### config.mk
export PLATFORM = sky130hd
export DESIGN_NAME = exe_stage
export DESIGN_NICKNAME = d
export VERILOG_FILES = /design/src/rtl/exe_stage.sv
export SDC_FILE = /design/constraint.sdc
export NUM_CORES = 2
export LEC_CHECK = 0
export ABC_AREA = 0
export BUFFER_PORTS_ARGS = -buffer_cell sky130_fd_sc_hd__buf_2
export CELL_PAD_IN_SITES_DETAIL_PLACEMENT = 1
export CELL_PAD_IN_SITES_GLOBAL_PLACEMENT = 2
export CORE_MARGIN = 5
export CORE_UTILIZATION = 40
export CTS_CLUSTER_DIAMETER = 120
export DETAILED_ROUTE_END_ITERATION = 8
export GPL_TIMING_DRIVEN = 0
export PLACE_DENSITY_LB_ADDON = 0.05
export SETUP_SLACK_MARGIN = 0.4
export SLEW_MARGIN = 0
export SYNTH_ARGS = -nofsm -noshare
export SYNTH_HDL_FRONTEND = slang
export SYNTH_SLANG_ARGS = --single-unit
### constraint.sdc
create_clock -name clk -period 15.3 [get_ports clk]
set_input_delay 1.53 -clock clk [delete_from_list [all_inputs] [get_ports clk]]
set_output_delay 1.53 -clock clk [all_outputs]
set_load 0.1 [all_outputs]
### src/rtl/exe_stage.sv
// Execute stage of the five-stage MIPS pipeline: ALU, link/effective address,
// HI/LO with single-cycle multiplier and restoring divider, data-SRAM request.
//
// state | meaning
// IDLE  | no divide in flight (also the state a new divide starts from)
// BUSY  | restoring divide, one quotient bit per cycle, counter 0..31
// DONE  | quotient/remainder ready, held until the instruction leaves
module exe_stage (
    input  logic         clk,
    input  logic         reset,
    input  logic         ms_allowin,
    output logic         es_allowin,
    input  logic         ds_to_es_valid,
    input  logic [154:0] ds_to_es_bus,
    output logic         es_to_ms_valid,
    output logic [78:0]  es_to_ms_bus,
    output logic         data_sram_en,
    output logic [3:0]   data_sram_wen,
    output logic [31:0]  data_sram_addr,
    output logic [31:0]  data_sram_wdata,
    output logic [38:0]  es_fwd_bus,
    output logic         es_valid
);

    localparam logic [1:0] DIV_IDLE = 2'd0;
    localparam logic [1:0] DIV_BUSY = 2'd1;
    localparam logic [1:0] DIV_DONE = 2'd2;

    logic [154:0] es_bus;
    logic         es_ready_go;
    logic         es_leave;

    logic [11:0]  alu_op;
    logic [7:0]   md_op;
    logic [6:0]   ld_op;
    logic [4:0]   st_op;
    logic [4:0]   src_sel;
    logic         gr_we;
    logic [4:0]   dest;
    logic [15:0]  imm;
    logic [31:0]  rs_value;
    logic [31:0]  rt_value;
    logic [31:0]  pc;

    assign {alu_op, md_op, ld_op, st_op, src_sel, gr_we, dest, imm,
            rs_value, rt_value, pc} = es_bus;

    logic op_mult, op_multu, op_div, op_divu, op_mfhi, op_mflo, op_mthi, op_mtlo;
    logic op_sw, op_sb, op_sh, op_swl, op_swr;
    logic is_div, is_ld, is_st;

    assign {op_mult, op_multu, op_div, op_divu,
            op_mfhi, op_mflo, op_mthi, op_mtlo} = md_op;
    assign {op_sw, op_sb, op_sh, op_swl, op_swr} = st_op;
    assign is_div = op_div | op_divu;
    assign is_ld  = |ld_op;
    assign is_st  = |st_op;

    // ---------------- pipeline register ----------------
    always_ff @(posedge clk or posedge reset) begin
        if (reset) begin
            es_valid <= 1'b0;
            es_bus   <= '0;
        end else begin
            if (es_allowin) begin
                es_valid <= ds_to_es_valid;
            end
            if (ds_to_es_valid && es_allowin) begin
                es_bus <= ds_to_es_bus;
            end
        end
    end

    // ---------------- operands and ALU ----------------
    logic [31:0] simm;
    logic [31:0] src1;
    logic [31:0] src2;
    logic [31:0] sra_res;
    logic        slt_res;
    logic        sltu_res;
    logic [31:0] alu_result;
    logic [31:0] ea;

    assign simm = {{16{imm[15]}}, imm};
    assign src1 = src_sel[4] ? {27'b0, imm[10:6]} :
                  src_sel[3] ? pc : rs_value;
    assign src2 = src_sel[2] ? simm :
                  src_sel[1] ? {16'b0, imm} :
                  src_sel[0] ? 32'd8 : rt_value;

    // kept as separate signals so signedness is not lost inside the OR-mux
    assign sra_res  = $signed(src2) >>> src1[4:0];
    assign slt_res  = $signed(src1) < $signed(src2);
    assign sltu_res = src1 < src2;

    always_comb begin
        alu_result = 32'b0;
        if (alu_op[11]) alu_result = alu_result | (src1 + src2);
        if (alu_op[10]) alu_result = alu_result | (src1 - src2);
        if (alu_op[9])  alu_result = alu_result | {31'b0, slt_res};
        if (alu_op[8])  alu_result = alu_result | {31'b0, sltu_res};
        if (alu_op[7])  alu_result = alu_result | (src1 & src2);
        if (alu_op[6])  alu_result = alu_result | ~(src1 | src2);
        if (alu_op[5])  alu_result = alu_result | (src1 | src2);
        if (alu_op[4])  alu_result = alu_result | (src1 ^ src2);
        if (alu_op[3])  alu_result = alu_result | (src2 << src1[4:0]);
        if (alu_op[2])  alu_result = alu_result | (src2 >> src1[4:0]);
        if (alu_op[1])  alu_result = alu_result | sra_res;
        if (alu_op[0])  alu_result = alu_result | {src2[15:0], 16'b0};
    end

    assign ea = rs_value + simm;

    // ---------------- multiplier ----------------
    logic [63:0] mul_a;
    logic [63:0] mul_b;
    logic [63:0] product;

    assign mul_a   = {{32{op_mult & rs_value[31]}}, rs_value};
    assign mul_b   = {{32{op_mult & rt_value[31]}}, rt_value};
    assign product = mul_a * mul_b;

    // ---------------- divider ----------------
    logic [1:0]  div_state;
    logic [4:0]  div_cnt;
    logic [31:0] div_r;
    logic [31:0] div_q;
    logic [31:0] div_d;
    logic        div_sq;
    logic        div_sr;
    logic [32:0] div_shift;
    logic [32:0] div_diff;
    logic [31:0] quot_fix;
    logic [31:0] rem_fix;
    logic        div_by_zero;

    assign div_shift = {div_r, div_q[31]};
    assign div_diff  = div_shift - {1'b0, div_d};

    always_ff @(posedge clk or posedge reset) begin
        if (reset) begin
            div_state <= DIV_IDLE;
            div_cnt   <= 5'd0;
            div_r     <= 32'b0;
            div_q     <= 32'b0;
            div_d     <= 32'b0;
            div_sq    <= 1'b0;
            div_sr    <= 1'b0;
        end else begin
            case (div_state)
                DIV_IDLE: begin
                    if (es_valid && is_div) begin
                        div_state <= DIV_BUSY;
                        div_cnt   <= 5'd0;
                        div_r     <= 32'b0;
                        div_q     <= (op_div && rs_value[31]) ? 32'd0 - rs_value : rs_value;
                        div_d     <= (op_div && rt_value[31]) ? 32'd0 - rt_value : rt_value;
                        div_sq    <= op_div & (rs_value[31] ^ rt_value[31]);
                        div_sr    <= op_div & rs_value[31];
                    end
                end
                DIV_BUSY: begin
                    if (!div_diff[32]) begin
                        div_r <= div_diff[31:0];
                        div_q <= {div_q[30:0], 1'b1};
                    end else begin
                        div_r <= div_shift[31:0];
                        div_q <= {div_q[30:0], 1'b0};
                    end
                    div_cnt <= div_cnt + 5'd1;
                    if (div_cnt == 5'd31) begin
                        div_state <= DIV_DONE;
                    end
                end
                DIV_DONE: begin
                    if (es_leave) begin
                        div_state <= DIV_IDLE;
                    end
                end
                default: div_state <= DIV_IDLE;
            endcase
        end
    end

    assign quot_fix    = div_sq ? 32'd0 - div_q : div_q;
    assign rem_fix     = div_sr ? 32'd0 - div_r : div_r;
    assign div_by_zero = (rt_value == 32'b0);

    // ---------------- HI/LO ----------------
    logic [31:0] hi;
    logic [31:0] lo;

    always_ff @(posedge clk or posedge reset) begin
        if (reset) begin
            hi <= 32'b0;
            lo <= 32'b0;
        end else if (es_leave) begin
            if (op_mult || op_multu) begin
                hi <= product[63:32];
                lo <= product[31:0];
            end else if (is_div) begin
                // divide by zero reports the raw dividend, no sign fix-up
                if (div_by_zero) begin
                    hi <= rs_value;
                    lo <= 32'hFFFF_FFFF;
                end else begin
                    hi <= rem_fix;
                    lo <= quot_fix;
                end
            end else if (op_mthi) begin
                hi <= rs_value;
            end else if (op_mtlo) begin
                lo <= rs_value;
            end
        end
    end

    // ---------------- handshake ----------------
    assign es_ready_go    = !is_div || (div_state == DIV_DONE);
    assign es_allowin     = !es_valid || (es_ready_go && ms_allowin);
    assign es_to_ms_valid = es_valid && es_ready_go;
    assign es_leave       = es_to_ms_valid && ms_allowin;

    // ---------------- store lanes ----------------
    logic [1:0]  addr_low;
    logic [3:0]  st_wen;
    logic [31:0] st_wdata;

    assign addr_low = ea[1:0];

    always_comb begin
        st_wen   = 4'b0000;
        st_wdata = rt_value;
        if (op_sw) begin
            st_wen = 4'b1111;
        end else if (op_sb) begin
            st_wen   = 4'b0001 << addr_low;
            st_wdata = {4{rt_value[7:0]}};
        end else if (op_sh) begin
            st_wen   = addr_low[1] ? 4'b1100 : 4'b0011;
            st_wdata = {2{rt_value[15:0]}};
        end else if (op_swl) begin
            case (addr_low)
                2'd0:    st_wen = 4'b0001;
                2'd1:    st_wen = 4'b0011;
                2'd2:    st_wen = 4'b0111;
                default: st_wen = 4'b1111;
            endcase
            st_wdata = rt_value >> {~addr_low, 3'b000};
        end else if (op_swr) begin
            st_wen   = 4'b1111 << addr_low;
            st_wdata = rt_value << {addr_low, 3'b000};
        end
    end

    assign data_sram_en    = es_valid && es_ready_go && ms_allowin && (is_ld || is_st);
    assign data_sram_wen   = data_sram_en ? st_wen : 4'b0000;
    assign data_sram_addr  = {ea[31:2], 2'b00};
    assign data_sram_wdata = st_wdata;

    // ---------------- outputs to memory stage / decode ----------------
    logic [31:0] result;

    assign result = op_mfhi ? hi : op_mflo ? lo : alu_result;

    assign es_to_ms_bus = {is_ld, addr_low, ld_op[5:0], gr_we, dest, result, pc};
    assign es_fwd_bus   = {es_valid && gr_we, dest, is_ld, result};

endmodule

== After elaboration in Yosys (flattened, before gate mapping) ==
Index checks and enable logic that the tools add are counted.

* $lt $le $gt $ge: 2
* Add/sub/neg operators: 9
* Multipliers: 1
* Eq/ne operators: 9
* Bitwise operators: 22
* Reduce and logical (&&, ||, !) cells: 28
* Mux-type cells: 57
* Shift-type cells: 7

{| class="wikitable"
|+ Operators with widths
! operator !! number
|-
| $mux 32 || 40
|-
| $or 32x32->32 || 10
|-
| $pmux 32 s2 || 2
|-
| $sub 1x32->32 const A || 4
|-
| $add 32x32->32 || 2
|-
| $lt 32x32->1 || 2
|-
| $mul 33x33->64 || 1
|-
| $or 32x1->32 || 2
|-
| $shl 32x5->32 || 2
|-
| $shr 32x5->32 || 2
|-
| $sub 33x32->33 || 1
|-
| $and 32x32->32 || 1
|-
| $logic_not 32->1 || 1
|-
| $not 32->32 || 1
|-
| $sshr 32x5->32 || 1
|-
| $sub 32x32->32 || 1
|-
| $xor 32x32->32 || 1
|-
| $mux 4 || 7
|-
| $pmux 4 s3 || 1
|-
| $pmux 5 s2 || 1
|-
| $logic_and 1x1->1 || 9
|-
| $reduce_or 7->1 || 1
|-
| $mux 2 || 3
|-
| $ne 2x2->1 const B || 3
|-
| 22 further kinds || 36
|}

* Register bits: 325
* Output and inout bits: 190
* Word-level logic and storage cells: 146

== Longest topological paths before layout ==
* Depth after elaboration: 29
* Gate-level depth with buffers: 31
* Depth with buffers taken out: 28

== Least setup slack after synthesis ==
Ideal clock, no wire load.

* Kind: reg-to-output
* Start point: register es_bus[121]
* End point: output es_to_ms_bus[59]
* Path buffers: 5
* Arrival: 7.614 ns
* Path slack: 6.156 ns
* Cell stages (with the launch flop): 19
* Path through: dfrtp_1 -> buf_2 -> mux2_2 -> o21ai_1 -> buf_2 -> buf_2 -> clkbuf_1 -> ha_1 -> a21o_1 -> a41o_1 -> or3_1 -> a211oi_1 -> nor3_1 -> a311o_1 -> a31o_2 -> a31o_2 -> or2_2 -> a211oi_1 -> buf_4

* Longest elaborated chain between the ends: 28
* Elaborated cells on any way between the ends: 36

{| class="wikitable"
|+ RTL lines
! item !! line !! text
|-
| from (decl) || 29 || <nowiki>logic [154:0] es_bus;</nowiki>
|-
| from (signal assigned) || 69 || <nowiki>es_bus <= ds_to_es_bus;</nowiki>
|-
| $mux 32 * || 86 || <nowiki>src_sel[3] ? pc : rs_value;</nowiki>
|-
| $mux 32 * || 85 || <nowiki>assign src1 = src_sel[4] ? {27'b0, imm[10:6]} :</nowiki>
|-
| $add 32x32->32 || 98 || <nowiki>if (alu_op[11]) alu_result = alu_result | (src1 + src2);</nowiki>
|-
| $mux 32 || 98 ||
|-
| $or 32x32->32 || 99 || <nowiki>if (alu_op[10]) alu_result = alu_result | (src1 - src2);</nowiki>
|-
| $mux 32 || 99 ||
|-
| $or 32x1->32 || 100 || <nowiki>if (alu_op[9]) alu_result = alu_result | {31'b0, slt_res};</nowiki>
|-
| $mux 32 || 100 ||
|-
| [... 11 more ...] || n/a ||
|-
| $mux 32 || 106 || <nowiki>if (alu_op[3]) alu_result = alu_result | (src2 << src1[4:0]);</nowiki>
|-
| $or 32x32->32 || 107 || <nowiki>if (alu_op[2]) alu_result = alu_result | (src2 >> src1[4:0]);</nowiki>
|-
| $mux 32 || 107 ||
|-
| $or 32x32->32 || 108 || <nowiki>if (alu_op[1]) alu_result = alu_result | sra_res;</nowiki>
|-
| $mux 32 * || 108 ||
|-
| $or 32x32->32 || 109 || <nowiki>if (alu_op[0]) alu_result = alu_result | {src2[15:0], 16'b0};</nowiki>
|-
| $mux 32 * || 109 ||
|-
| $mux 32 * (2 in series) || 264 || <nowiki>assign result = op_mfhi ? hi : op_mflo ? lo : alu_result;</nowiki>
|-
| to (decl) || 16 || <nowiki>output logic [78:0] es_to_ms_bus,</nowiki>
|}

Every way passes the cells marked *; elsewhere a longest branch is shown, timed or not.

== Final worst setup path ==
* Start point: register es_bus[64]
* End point: output es_to_ms_bus[63]

Same word-level chain as after synthesis.

==> reports/qor.yml <==
dp_cells: 10830
post_cts_buffers: 0
hold_viol: 0
timing.final.crit_share_pct: 77.8
globalRoute.totalOverflow: 0
setup_viol: 0
grtUsageTotal_pct: 43.5
antenna_left: 0
ys.flop_type: "dfrtp_1"
grt_pass1_wl_um: 553000
area_growth_pct: 9.57
critPathCapture: "es_to_ms_bus[63]"
fillCellCount: 20702
first_global_vias: 69833
start_kind: "flop"
rrSetupSlack_ns: 3.72
nNetsFinal: 10220
grt_max_degree: 99
critical_path_required_ns: 13.77
tightestPinTransition_ns: 1.64
min_path_type: "flop to flop"
violations: "max-capacitance violations, max-slew violations"
core_area_mm2: 0.173
gp_congestion: 1.05
first_pass_iters: 6
clock.fmax_mhz: 84.0
clock_latency_ns: 0.67
cts_max_level: 2
worstSetupPathType: "flop to output pin"
drive_above_1_share_pct: 9.91
skew_ns: 0.0203
cts_max_path_buffers: 3
dieWidth_um: 427
synth_seq_cells: 325
cts.sinks: 325
synth_area_per_cell_um2: 8.53
totalWireLength_um: 402000
maxCapViolCount: 9
rr_worst_depth: 29
syn-cell-area_mm2: 0.0694
cts_tree: "yes"
slew_violations: 84
cts_buffers: 43
timing.rr.start: "es_bus[95]"
initial_utilization_pct: 40.1
cts_resized: 0
hold_depth: 2
relSlewSlack_pct: -9.81
cp-end-kind: "output pin"
drtIter0Drc: 6353
die_h_um: 427
via_count: 66509
period_minus_slack_ns: 11.91
dp_hpwl_um: 331000
vias_per_cell: 6.08
r2r-end: "hi[31]"
clk_pin_slew_ns: 0.06
antenna_found_initial: 59
startpoint: "es_bus[64]"
synth_cell_type_count: 85
fp-row-count: 153
rsz0062_at_grt: "no"
path_max_fanout: 11
port_buffers: 346
synth_seq_area_share_pct: 11.7
io_pins: 349
ctsHoldBuffers: 0
arrival_ns: 10.38
die-area_mm2: 0.182
fin_cells: 10940
synth_enable_flop_cells: 0
drt_drc_violations_left: 0
outcome: "finished with violations"
wl_per_cell_um: 36.8
yosys_warnings: 0
cts-root-buf: "clkbuf_16"
synthArstFlopShare_pct: 100
fin_util_pct: 43.9
netlist_instances: 8140
-- critical path, stage by stage, from the launching register on --
cell	delay [ns]
dfrtp_1	0.74
mux2i_1	0.53
o21ai_0	0.26
inv_1	0.58
buf_2	0.42
buf_1	0.61
clkbuf_1	0.77
ha_1	0.48
nor3_1	0.13
o311ai_0	0.94
nand4b_1	0.30
a311o_1	0.47
a211o_1	0.36
o21ai_0	0.77
o31ai_1	0.36
mux2i_1	0.38
nor3_1	0.16
o21ai_0	0.75
buf_4	0.22
buf_2	0.42
-- per-layer routing --
metal	part of all wire, %	global-route usage, %
met5	0.038	0
met4	11	37.1
met3	7.8	8.15
met2	45	69.0
met1	36	50.9
-- synthesized netlist by cell type (54+ instances only) --
cell type,count,area (µm²)
a21o_1,70,526
a31oi_1,59,369
fa_1,1129,22600
nor2_1,339,1270
buf_4,85,638
or2_2,56,350
xnor2_1,155,1360
and2_1,360,2250
a211oi_1,71,533
xor2_1,90,788
ha_1,380,4750
clkbuf_1,445,1670
mux2_2,159,1790
buf_1,98,368
nand3_1,82,410
inv_1,1297,4870
nor3_1,54,270
dfrtp_1,325,8130
nand2_1,1062,3990
mux2i_1,198,1980
o21ai_0,381,1910
a21oi_1,394,1970
-- cell usage in the layout, fill, tap and decap left out, types with 338 or more instances in the layout --
cell type,n
a21oi_1,386
and2_1,360
buf_2,364
clkbuf_1,410
fa_1,1129
ha_1,380
inv_1,1296
nand2_1,1062
nor2_1,338
o21ai_0,381
-- state kept, by name (all words and copies together) (netlist names), 2 cells and up --
register,count
es_bus,155
div_d,32
div_q,32
div_r,32
hi,32
lo,32
div_cnt,5
div_state,2
-- worst min-delay path by stage --
stage,slack (ns),to,startpoint
final,0.48,div_d[26],div_d[26]
after global routing,0.50,div_d[26],div_d[26]
after CTS,0.48,div_d[26],div_d[26]
after detailed placement,0.47,div_d[26],div_d[26]
after global placement,0.46,lo[0],lo[0]
after floorplan,0.45,lo[0],lo[0]
-- area by class of cell --
cell class	instances	area, µm²	area share (%)
repair buffers	366	2100	2.76
well taps	2325	2910	3.82
plain buffers	651	2870	3.78
clock inverters	17	216	0.284
clock buffers	57	1220	1.60
inverters	1302	4890	6.43
flip-flops and latches	325	8130	10.7
multi-input cells	5863	53700	70.5
diodes	34	85.1	0.112
-- kinds of logic after synthesis --
group                    count (synthesis)  synth area share, %
AND/OR/NAND/NOR                       2199                 14.7
buffers and inverters                 1953                 11.1
AO/OA/AOI/OAI                         1542                 14.3
adder cells (fa/ha/maj)               1509                 39.4
multiplexers                           366                 5.72
flip-flops                             325                 11.7
XOR/XNOR                               245                 3.09
other                                    1              0.00540
-- through the flow --
step / setup slack, ns / instance area, µm² / hold WS, ns / setup TNS (ns)
finish: 3.39 / 76100 / 0.483 / 0
global route: 3.37 / 76000 / 0.503 / 0
CTS: 3.76 / 76000 / 0.484 / 0
detailed placement: 3.82 / 74500 / 0.471 / 0
global placement: -0.423 / 74100 / 0.464 / -109.46
floorplan: 4.77 / 69400 / 0.448 / 0
Power is not shown: default switching activity piles up to over one toggle a cycle in this logic, so the estimate is an artifact.
